<file path="src/rtl/hazard_stall_controller.sv">
// hazard_stall_controller
//   ID-stage pipeline control. Decides, every cycle, whether the IF/ID and PC
//   registers hold, whether IF/ID is flushed, and whether a bubble goes into
//   ID/EX. Three sources of control:
//     - load-use hazard: one stall cycle while the load is in EX
//     - mult/div: MULDIV_STALL_CYCLES stall cycles after it enters EX
//     - taken branch: flush of IF/ID and bubble into ID/EX (highest priority)
//   A saturating counter records the number of stall cycles.
//
// Ports
//   Clk          rising-edge clock
//   Reset        synchronous, active-high
//   IDEXMemRead  EX instruction is a load
//   IDEXRegRt    destination register of the EX-stage load
//   IFIDRegRs    rs field of the ID instruction
//   IFIDRegRt    rt field of the ID instruction
//   IFIDUsesRt   ID instruction reads rt as a source
//   MulDivStart  ID instruction is a mult/div
//   BranchTaken  a branch resolved as taken this cycle
//   IFIDWrite    1 = IF/ID holds, 0 = IF/ID loads
//   PCWrite      1 = PC holds, 0 = PC updates
//   FlushSignal  1 = IF/ID clears at the next edge
//   IDEXFlush    1 = ID/EX loads a bubble
//   MulDivBusy   1 while a mult/div stall is in progress
//   StallCount   saturating count of stall cycles
module hazard_stall_controller #(
  parameter int MULDIV_STALL_CYCLES = 4,
  parameter int STALL_CNT_WIDTH     = 16
) (
  input  logic                       Clk,
  input  logic                       Reset,
  input  logic                       IDEXMemRead,
  input  logic [4:0]                 IDEXRegRt,
  input  logic [4:0]                 IFIDRegRs,
  input  logic [4:0]                 IFIDRegRt,
  input  logic                       IFIDUsesRt,
  input  logic                       MulDivStart,
  input  logic                       BranchTaken,
  output logic                       IFIDWrite,
  output logic                       PCWrite,
  output logic                       FlushSignal,
  output logic                       IDEXFlush,
  output logic                       MulDivBusy,
  output logic [STALL_CNT_WIDTH-1:0] StallCount
);

  typedef enum logic {
    IDLE   = 1'b0,
    MULDIV = 1'b1
  } stateT;

  localparam logic [7:0] MulDivLoad = 8'(MULDIV_STALL_CYCLES);

  stateT      state;
  logic [7:0] remaining;
  logic       loadUse;
  logic       stallCycle;

  // Counter increment that sticks at all-ones instead of wrapping.
  function automatic logic [STALL_CNT_WIDTH-1:0] satInc(
    input logic [STALL_CNT_WIDTH-1:0] value
  );
    if (&value) return value;
    return value + STALL_CNT_WIDTH'(1);
  endfunction

  // Register 0 is hard-wired zero, so a load targeting it never creates a
  // dependency. rt only matters when the ID instruction actually reads it.
  always_comb begin
    loadUse = IDEXMemRead && (IDEXRegRt != 5'd0) &&
              ((IDEXRegRt == IFIDRegRs) ||
               (IFIDUsesRt && (IDEXRegRt == IFIDRegRt)));
  end

  // Outputs are combinational so the hold/flush takes effect in the same
  // cycle the condition is seen. A taken branch always wins: the ID
  // instruction is squashed, so any hazard it would have caused is moot.
  always_comb begin
    IFIDWrite   = 1'b0;
    PCWrite     = 1'b0;
    FlushSignal = 1'b0;
    IDEXFlush   = 1'b0;
    MulDivBusy  = 1'b0;
    stallCycle  = 1'b0;
    if (Reset) begin
      FlushSignal = 1'b1;
      IDEXFlush   = 1'b1;
    end else begin
      unique case (state)
        IDLE: begin
          if (BranchTaken) begin
            FlushSignal = 1'b1;
            IDEXFlush   = 1'b1;
          end else if (loadUse) begin
            IFIDWrite  = 1'b1;
            PCWrite    = 1'b1;
            IDEXFlush  = 1'b1;
            stallCycle = 1'b1;
          end
        end
        MULDIV: begin
          MulDivBusy = 1'b1;
          if (BranchTaken) begin
            FlushSignal = 1'b1;
            IDEXFlush   = 1'b1;
          end else begin
            IFIDWrite  = 1'b1;
            PCWrite    = 1'b1;
            IDEXFlush  = 1'b1;
            stallCycle = 1'b1;
          end
        end
        default: ;
      endcase
    end
  end

  // State, remaining-cycle counter and performance counter.
  always_ff @(posedge Clk) begin
    if (Reset) begin
      state      <= IDLE;
      remaining  <= 8'd0;
      StallCount <= '0;
    end else begin
      if (stallCycle) StallCount <= satInc(StallCount);
      unique case (state)
        IDLE: begin
          // A load-use stall defers the mult/div; it is seen again next cycle.
          if (!BranchTaken && !loadUse && MulDivStart) begin
            state     <= MULDIV;
            remaining <= MulDivLoad;
          end
        end
        MULDIV: begin
          if (BranchTaken) begin
            state     <= IDLE;
            remaining <= 8'd0;
          end else begin
            remaining <= remaining - 8'd1;
            if (remaining == 8'd1) state <= IDLE;
          end
        end
        default: begin
          state     <= IDLE;
          remaining <= 8'd0;
        end
      endcase
    end
  end

endmodule
</file>
<file path="config.mk">
export PLATFORM = sky130hd
export DESIGN_NAME = hazard_stall_controller
export DESIGN_NICKNAME = d
export VERILOG_FILES = /design/src/rtl/hazard_stall_controller.sv
export SDC_FILE = /design/constraint.sdc
export NUM_CORES = 1
export LEC_CHECK = 0
export BUFFER_PORTS_ARGS = -buffer_cell sky130_fd_sc_hd__buf_2
export CAP_MARGIN = 20
export CORE_ASPECT_RATIO = 0.75
export CORE_MARGIN = 1
export CORE_UTILIZATION = 34
export CTS_CLUSTER_DIAMETER = 150
export DETAILED_ROUTE_END_ITERATION = 10
export GPL_ROUTABILITY_DRIVEN = 0
export HOLD_SLACK_MARGIN = 0.08
export SKIP_CTS_REPAIR_TIMING = 1
export SLEW_MARGIN = 20
export SYNTH_ARGS = -nofsm -noshare
export SYNTH_HDL_FRONTEND = slang
export SYNTH_SLANG_ARGS = --single-unit
</file>
<file path="constraint.sdc">
create_clock -name Clk -period 3.1 [get_ports Clk]
set_input_delay 0.31 -clock Clk [delete_from_list [all_inputs] [get_ports Clk]]
set_output_delay 0.31 -clock Clk [all_outputs]
set_load 0.03 [all_outputs]
</file>
==> results of run 1 <==
==> power breakdown <==
group | internal [mW] | leakage [nW] | switching [mW]
logic | 0.0405 | 0.454 | 0.0614
clock network | 0.0899 | 0.0255 | 0.103
registers | 0.328 | 0.202 | 0.00872
==> cell usage after synthesis (2+ instances only) <==
| library cell | count |
|---|---|
| a21oi_1 | 13 |
| a31o_2 | 2 |
| and4_4 | 2 |
| buf_4 | 2 |
| clkbuf_1 | 3 |
| dfxtp_1 | 25 |
| ha_1 | 3 |
| inv_1 | 6 |
| mux2i_1 | 2 |
| nand2_1 | 8 |
| nand2b_1 | 5 |
| nand3_1 | 10 |
| nand4_1 | 5 |
| nor2_1 | 26 |
| nor2b_1 | 5 |
| nor3_1 | 9 |
| nor4_1 | 2 |
| o21ai_0 | 7 |
| or4_1 | 3 |
| xnor2_1 | 20 |
==> state kept, by name, summed over array words and instances, names as in the netlist <==
| name | flops |
|---|---|
| StallCount | 16 |
| remaining | 8 |
| state | 1 |
==> final cells by class <==
type	count	area (um2)	share of cell area (%)
clock buffer	3	41.3	2.43
clock inverter	1	5.00	0.295
inverter	6	22.5	1.33
multi-input combinational	136	858	50.6
sequential	25	500	29.5
tap	52	65.1	3.83
timing repair buffer	41	205	12.1
==> kinds of logic (layout without fill, tap and decap cells) <==
kind of cell	count (synthesis)	count (layout)
AOI/OAI and AO/OA	28	28
xor gates and xnor gates	20	20
adders and majority gates	3	3
buffers and inverters	12	51
DFF	25	25
muxes	4	4
and+or+nand+nor	81	81
==> metal layers <==
| layer | global-route usage [%] | wire, um | vias up |
|---|---|---|---|
| met5 | 0 | 0 | - |
| met4 | 1.65 | 7 | 0 |
| met3 | 4.25 | 177 | 2 |
| met2 | 22.1 | 1240 | 37 |
| met1 | 20.0 | 1670 | 583 |
| li1 | - | - | 680 |
==> worst min-delay path by stage <==
stage | start | end | depth (start not counted)
6_report | BranchTaken | state | 3
5_1_grt | BranchTaken | state | 3
4_1_cts | BranchTaken | state | 3
3_5_place_dp | remaining[7] | remaining[7] | 2
3_3_place_gp | remaining[7] | remaining[7] | 2
2_1_floorplan | remaining[7] | remaining[7] | 2
==> critical path: stages <==
cell,delay [ns]
buf_2,0.12
or4_1,0.52
o21ai_1,0.15
inv_1,0.10
a21oi_4,0.38
nor2_1,0.12
buf_2,0.20
==> reports/summary.txt, run 1 <==
CP endpoint kind: primary output
WL final: 3.09 mm
CTS tree: yes
clock sink count: 25
initial antenna violation count: 0
simple-gate share of the synthesized area: 30.1%
Register-to-Register Path Depth: 7
layout cell share with drive strength beyond 1: 26.4%
total gr overflow: 0
RSZ-0062 raised after global routing: no
CP startpoint: IDEXRegRt[1]
hold crit path type: in -> reg
Critical R2R Capture: StallCount[14]
gr usage total: 14.2%
Via Count: 1,302
register area share after synthesis: 35.3%
post-synthesis async set-or-reset flop share: 0%
Die Width: 76.6 um
top cells by area, synth: dfxtp_1 35%, xnor2_1 12%, nor2_1 6.9%
Pwr Density: 372 mW/mm2
outcome: complete, no violations
adder-cell share of the synthesized area: 2.65%
vias in the first global route: 1,092
Final Hold Fails: 0
row count: 19
kind of critical path: in -> out
PnR worst setup slack: 0.892 ns
cell taking the most area after synthesis: dfxtp_1
mux contribution to synthesized area: 3.00%
end point of the critical path: PCWrite
Synth Warn #: 0
Mapped Avg Cell Area: 8.20 um2
Core Util, Final: 44.4%
non-filler cells, final: 264
Worst Tran Pin Value: 0.577 ns
final setup fails: 0
clock-pin slew on the worst setup and hold paths: 0.09 ns
CP startpoint kind: primary input
placed cells: 260
maxcap violations: 0
Synth Area in Compound Gates: 12.4%
post-DP HPWL: 2.30 mm
Yosys top cell area share: 35.3%
DRC: 0
R2R Path Start: StallCount[7]
Critical Path RT: 2.79 ns
largest net degree at the start of global routing: 31
Bufs on Longest Clock Path: 2
Seq cells post-synth: 25
Synth Net Count: 197
Final Instance Area: 0.00170 mm2
most used flip-flop cell after synthesis: dfxtp_1
Buffers on Ports: 41
Setup WS pre-CTS: 0.833 ns
Num CTS Buffers: 3
Final min period: 2.21 ns
Diodes inserted: 0
Post-DRT Antenna Nets: 0
Final period util: 71.2%
cells after synthesis: 173
Core ar.: 0.00383 mm2
I/O Pins: 42
peak supply drop: 0.272 mV
xor/xnor share of the synthesized area: 12.3%
most common cell after layout, fill and taps aside: buf_2
Reg2Reg Setup Slack: 0.93 ns
drt via density: 4.93
most frequent cells in the layout: 41 x buf_2, 26 x nor2_1, 25 x dfxtp_1, 20 x xnor2_1, 13 x a21oi_1
Pwr Total: 0.631 mW
clk_lat worst skew: 0.27 ns
Worst Skew: 0.00242 ns
Area after DPL: 0.00165 mm2
total negative slack: 0 ns
critical path peak fanout: 14
Area Overhead vs Synth: 19.7%
EDFF count, synth: 0
final slew viol count: 0
Die H: 57.9 um
Fmax: 453 MHz
die area: 0.00444 mm2
Cell variety after synth: 35
Post-Syn Area: 0.00142 mm2
global-route wire length before repair: 5.09 mm
Final Hold Slack: 0.377 ns
Initial Util: 37.1%
Worst Path Arrival: 1.90 ns
leakage: 0.682 nW
final net count: 237
drt first-iter violations: 56
H-Tree Depth: 1
drt pass-1 iters: 4
Wirelength per Cell: 11.7 um
Root Driver: clkbuf_8
Max transition margin: 61.5%
largest family of logic cells by synthesized area: simple AND/OR/NAND/NOR gates
fillers: 381
No activity file was read; power rests on OpenSTA's default activity.
==> run 2: changes to the inputs <==
Clock period 3.1 ns to 2.2 ns, I/O delays scaled along.
==> run 2 against run 1 <==
  * Global-route usage up 1.5 points
  * Critical path depth unchanged
  * Largest cell class unchanged
  * Sequential share of layout area down 1.4 points
  * Largest power group unchanged
  * Setup slack worse by 0.60 ns
  * Via count up 2.3%
  * Wire length up 4.0%
  * Power up 44%
  * Sequential cell count unchanged
  * First-iteration DRC count up 39%
  * Register-to-register slack worse by 0.64 ns
  * Combinational power up 55%
==> reports/summary.txt, run 2 (same netlist as run 1, synthesis figures left out) <==
critical path peak fanout: 5 (-9)
Area Overhead vs Synth: 25.5%
outcome: complete, no violations
largest net degree at the start of global routing: 30 (-3.2%)
H-Tree Depth: 1 (unchanged)
CP endpoint kind: flop
clk_lat worst skew: 0.27 ns (about the same)
row count: 19 (unchanged)
vias in the first global route: 1,234 (+13%)
clock-pin slew on the worst setup and hold paths: 0.09 ns (about the same)
Post-DRT Antenna Nets: 0 (unchanged)
Final Instance Area: 0.00178 mm2 (+4.9%)
layout cell share with drive strength beyond 1: 30.0% (+3.6 points)
total gr overflow: 0 (unchanged)
Reg2Reg Setup Slack: 0.29 ns (-0.64 ns)
Max transition margin: 74.0% (+12 points)
drt first-iter violations: 78 (+39%)
CTS tree: yes
Worst Path Arrival: 2.07 ns (+0.17 ns)
post-DP HPWL: 2.45 mm (+6.3%)
leakage: 0.737 nW (+8.1%)
Initial Util: 37.1% (unchanged)
final slew viol count: 0 (unchanged)
Buffers on Ports: 41 (unchanged)
final net count: 248 (+4.6%)
Pwr Density: 509 mW/mm2 (+37%)
Core ar.: 0.00383 mm2 (unchanged)
Pwr Total: 0.907 mW (+44%)
kind of critical path: reg -> reg
die area: 0.00444 mm2 (unchanged)
Worst Tran Pin Value: 0.387 ns (-0.190 ns)
Critical Path RT: 2.36 ns (-0.43 ns)
clock sink count: 25 (unchanged)
RSZ-0062 raised after global routing: no
Die H: 57.9 um (unchanged)
gr usage total: 15.7% (+1.5 points)
total negative slack: 0 ns (unchanged)
Via Count: 1,332 (+2.3%)
Area after DPL: 0.00173 mm2 (+5.0%)
most common cell after layout, fill and taps aside: buf_2
hold crit path type: in -> reg
Wirelength per Cell: 11.7 um (-0.12%)
Final min period: 1.91 ns
Final period util: 86.9%
Num CTS Buffers: 3 (unchanged)
maxcap violations: 0 (unchanged)
Root Driver: clkbuf_8
Final Hold Fails: 0 (unchanged)
CP startpoint kind: flop
fillers: 392 (+2.9%)
Fmax: 523 MHz
Worst Skew: 0.00250 ns (+0.0000791 ns)
drt pass-1 iters: 4 (unchanged)
drt via density: 4.84 (-1.8%)
Reg with most FFs: StallCount
placed cells: 271 (+4.2%)
top flop regs: StallCount x16, remaining x8, state x1
max FFs per register: 16 (unchanged)
non-filler cells, final: 275 (+4.2%)
Die Width: 76.6 um (unchanged)
peak supply drop: 0.242 mV (-11%)
Diodes inserted: 0 (unchanged)
most frequent cells in the layout: 41 x buf_2, 26 x nor2_1, 25 x dfxtp_1, 20 x xnor2_1, 13 x a21oi_1
I/O Pins: 42 (unchanged)
final setup fails: 0 (unchanged)
Bufs on Longest Clock Path: 2 (unchanged)
initial antenna violation count: 0 (unchanged)
global-route wire length before repair: 5.55 mm (+9.1%)
DRC: 0 (unchanged)
WL final: 3.22 mm (+4.0%)
run 2: changes by cell type in the layout (fill, tap and decap cells not counted):
cell   delta
buf_4    +11
run 2: layout make-up:
class / instances / area (um2) / area share (%)
multi-input cells: 136 / 858 / 48.2
flip-flops and latches: 25 / 500 / 28.1
repair buffers: 52 / 288 / 16.2
well taps: 52 / 65.1 / 3.65
clock buffers: 3 / 41.3 / 2.32
inverters: 6 / 22.5 / 1.26
clock inverters: 1 / 5.00 / 0.281
run 2: metrics by stage:
step	hold slack (ns)	utilization (%)	setup WS, ns
after floorplan	0.404	-	0.134
after global placement	0.464	45.3	0.197
after detailed placement	0.479	45.3	0.190
after CTS	0.298	46.5	0.296
after global routing	0.301	46.5	0.146
final	0.301	46.5	0.289
run 2: path summary, 6_finish.rpt:
check                 from              to  cells after the start
max          StallCount[9]  StallCount[12]                      7
min            BranchTaken           state                      3
max reg2reg  StallCount[9]  StallCount[12]                      7
min reg2reg   remaining[7]    remaining[7]                      2
run 2: layer usage:
metal	vias to the layer above	global-route usage (%)	wire length, um
met1	590	20.6	1650
met4	0	3.85	21
met5	-	0	0
met2	35	25.9	1380
met3	4	4.25	169
li1	703	-	-
run 2: report_power, final:
group / switching, mW / total, mW / internal (mW)
Sequential: 0.0113 / 0.473 / 0.462
Combinational: 0.0900 / 0.158 / 0.0676
Clock: 0.149 / 0.276 / 0.127
run 2: critical path, stage by stage (launching register included):
cell     delay [ns]
dfxtp_1        0.41
and4_4         0.28
and3_4         0.19
nand3_1        0.11
o21ai_2        0.29
nor2_4         0.09
nand4_1        0.11
mux2_1         0.33
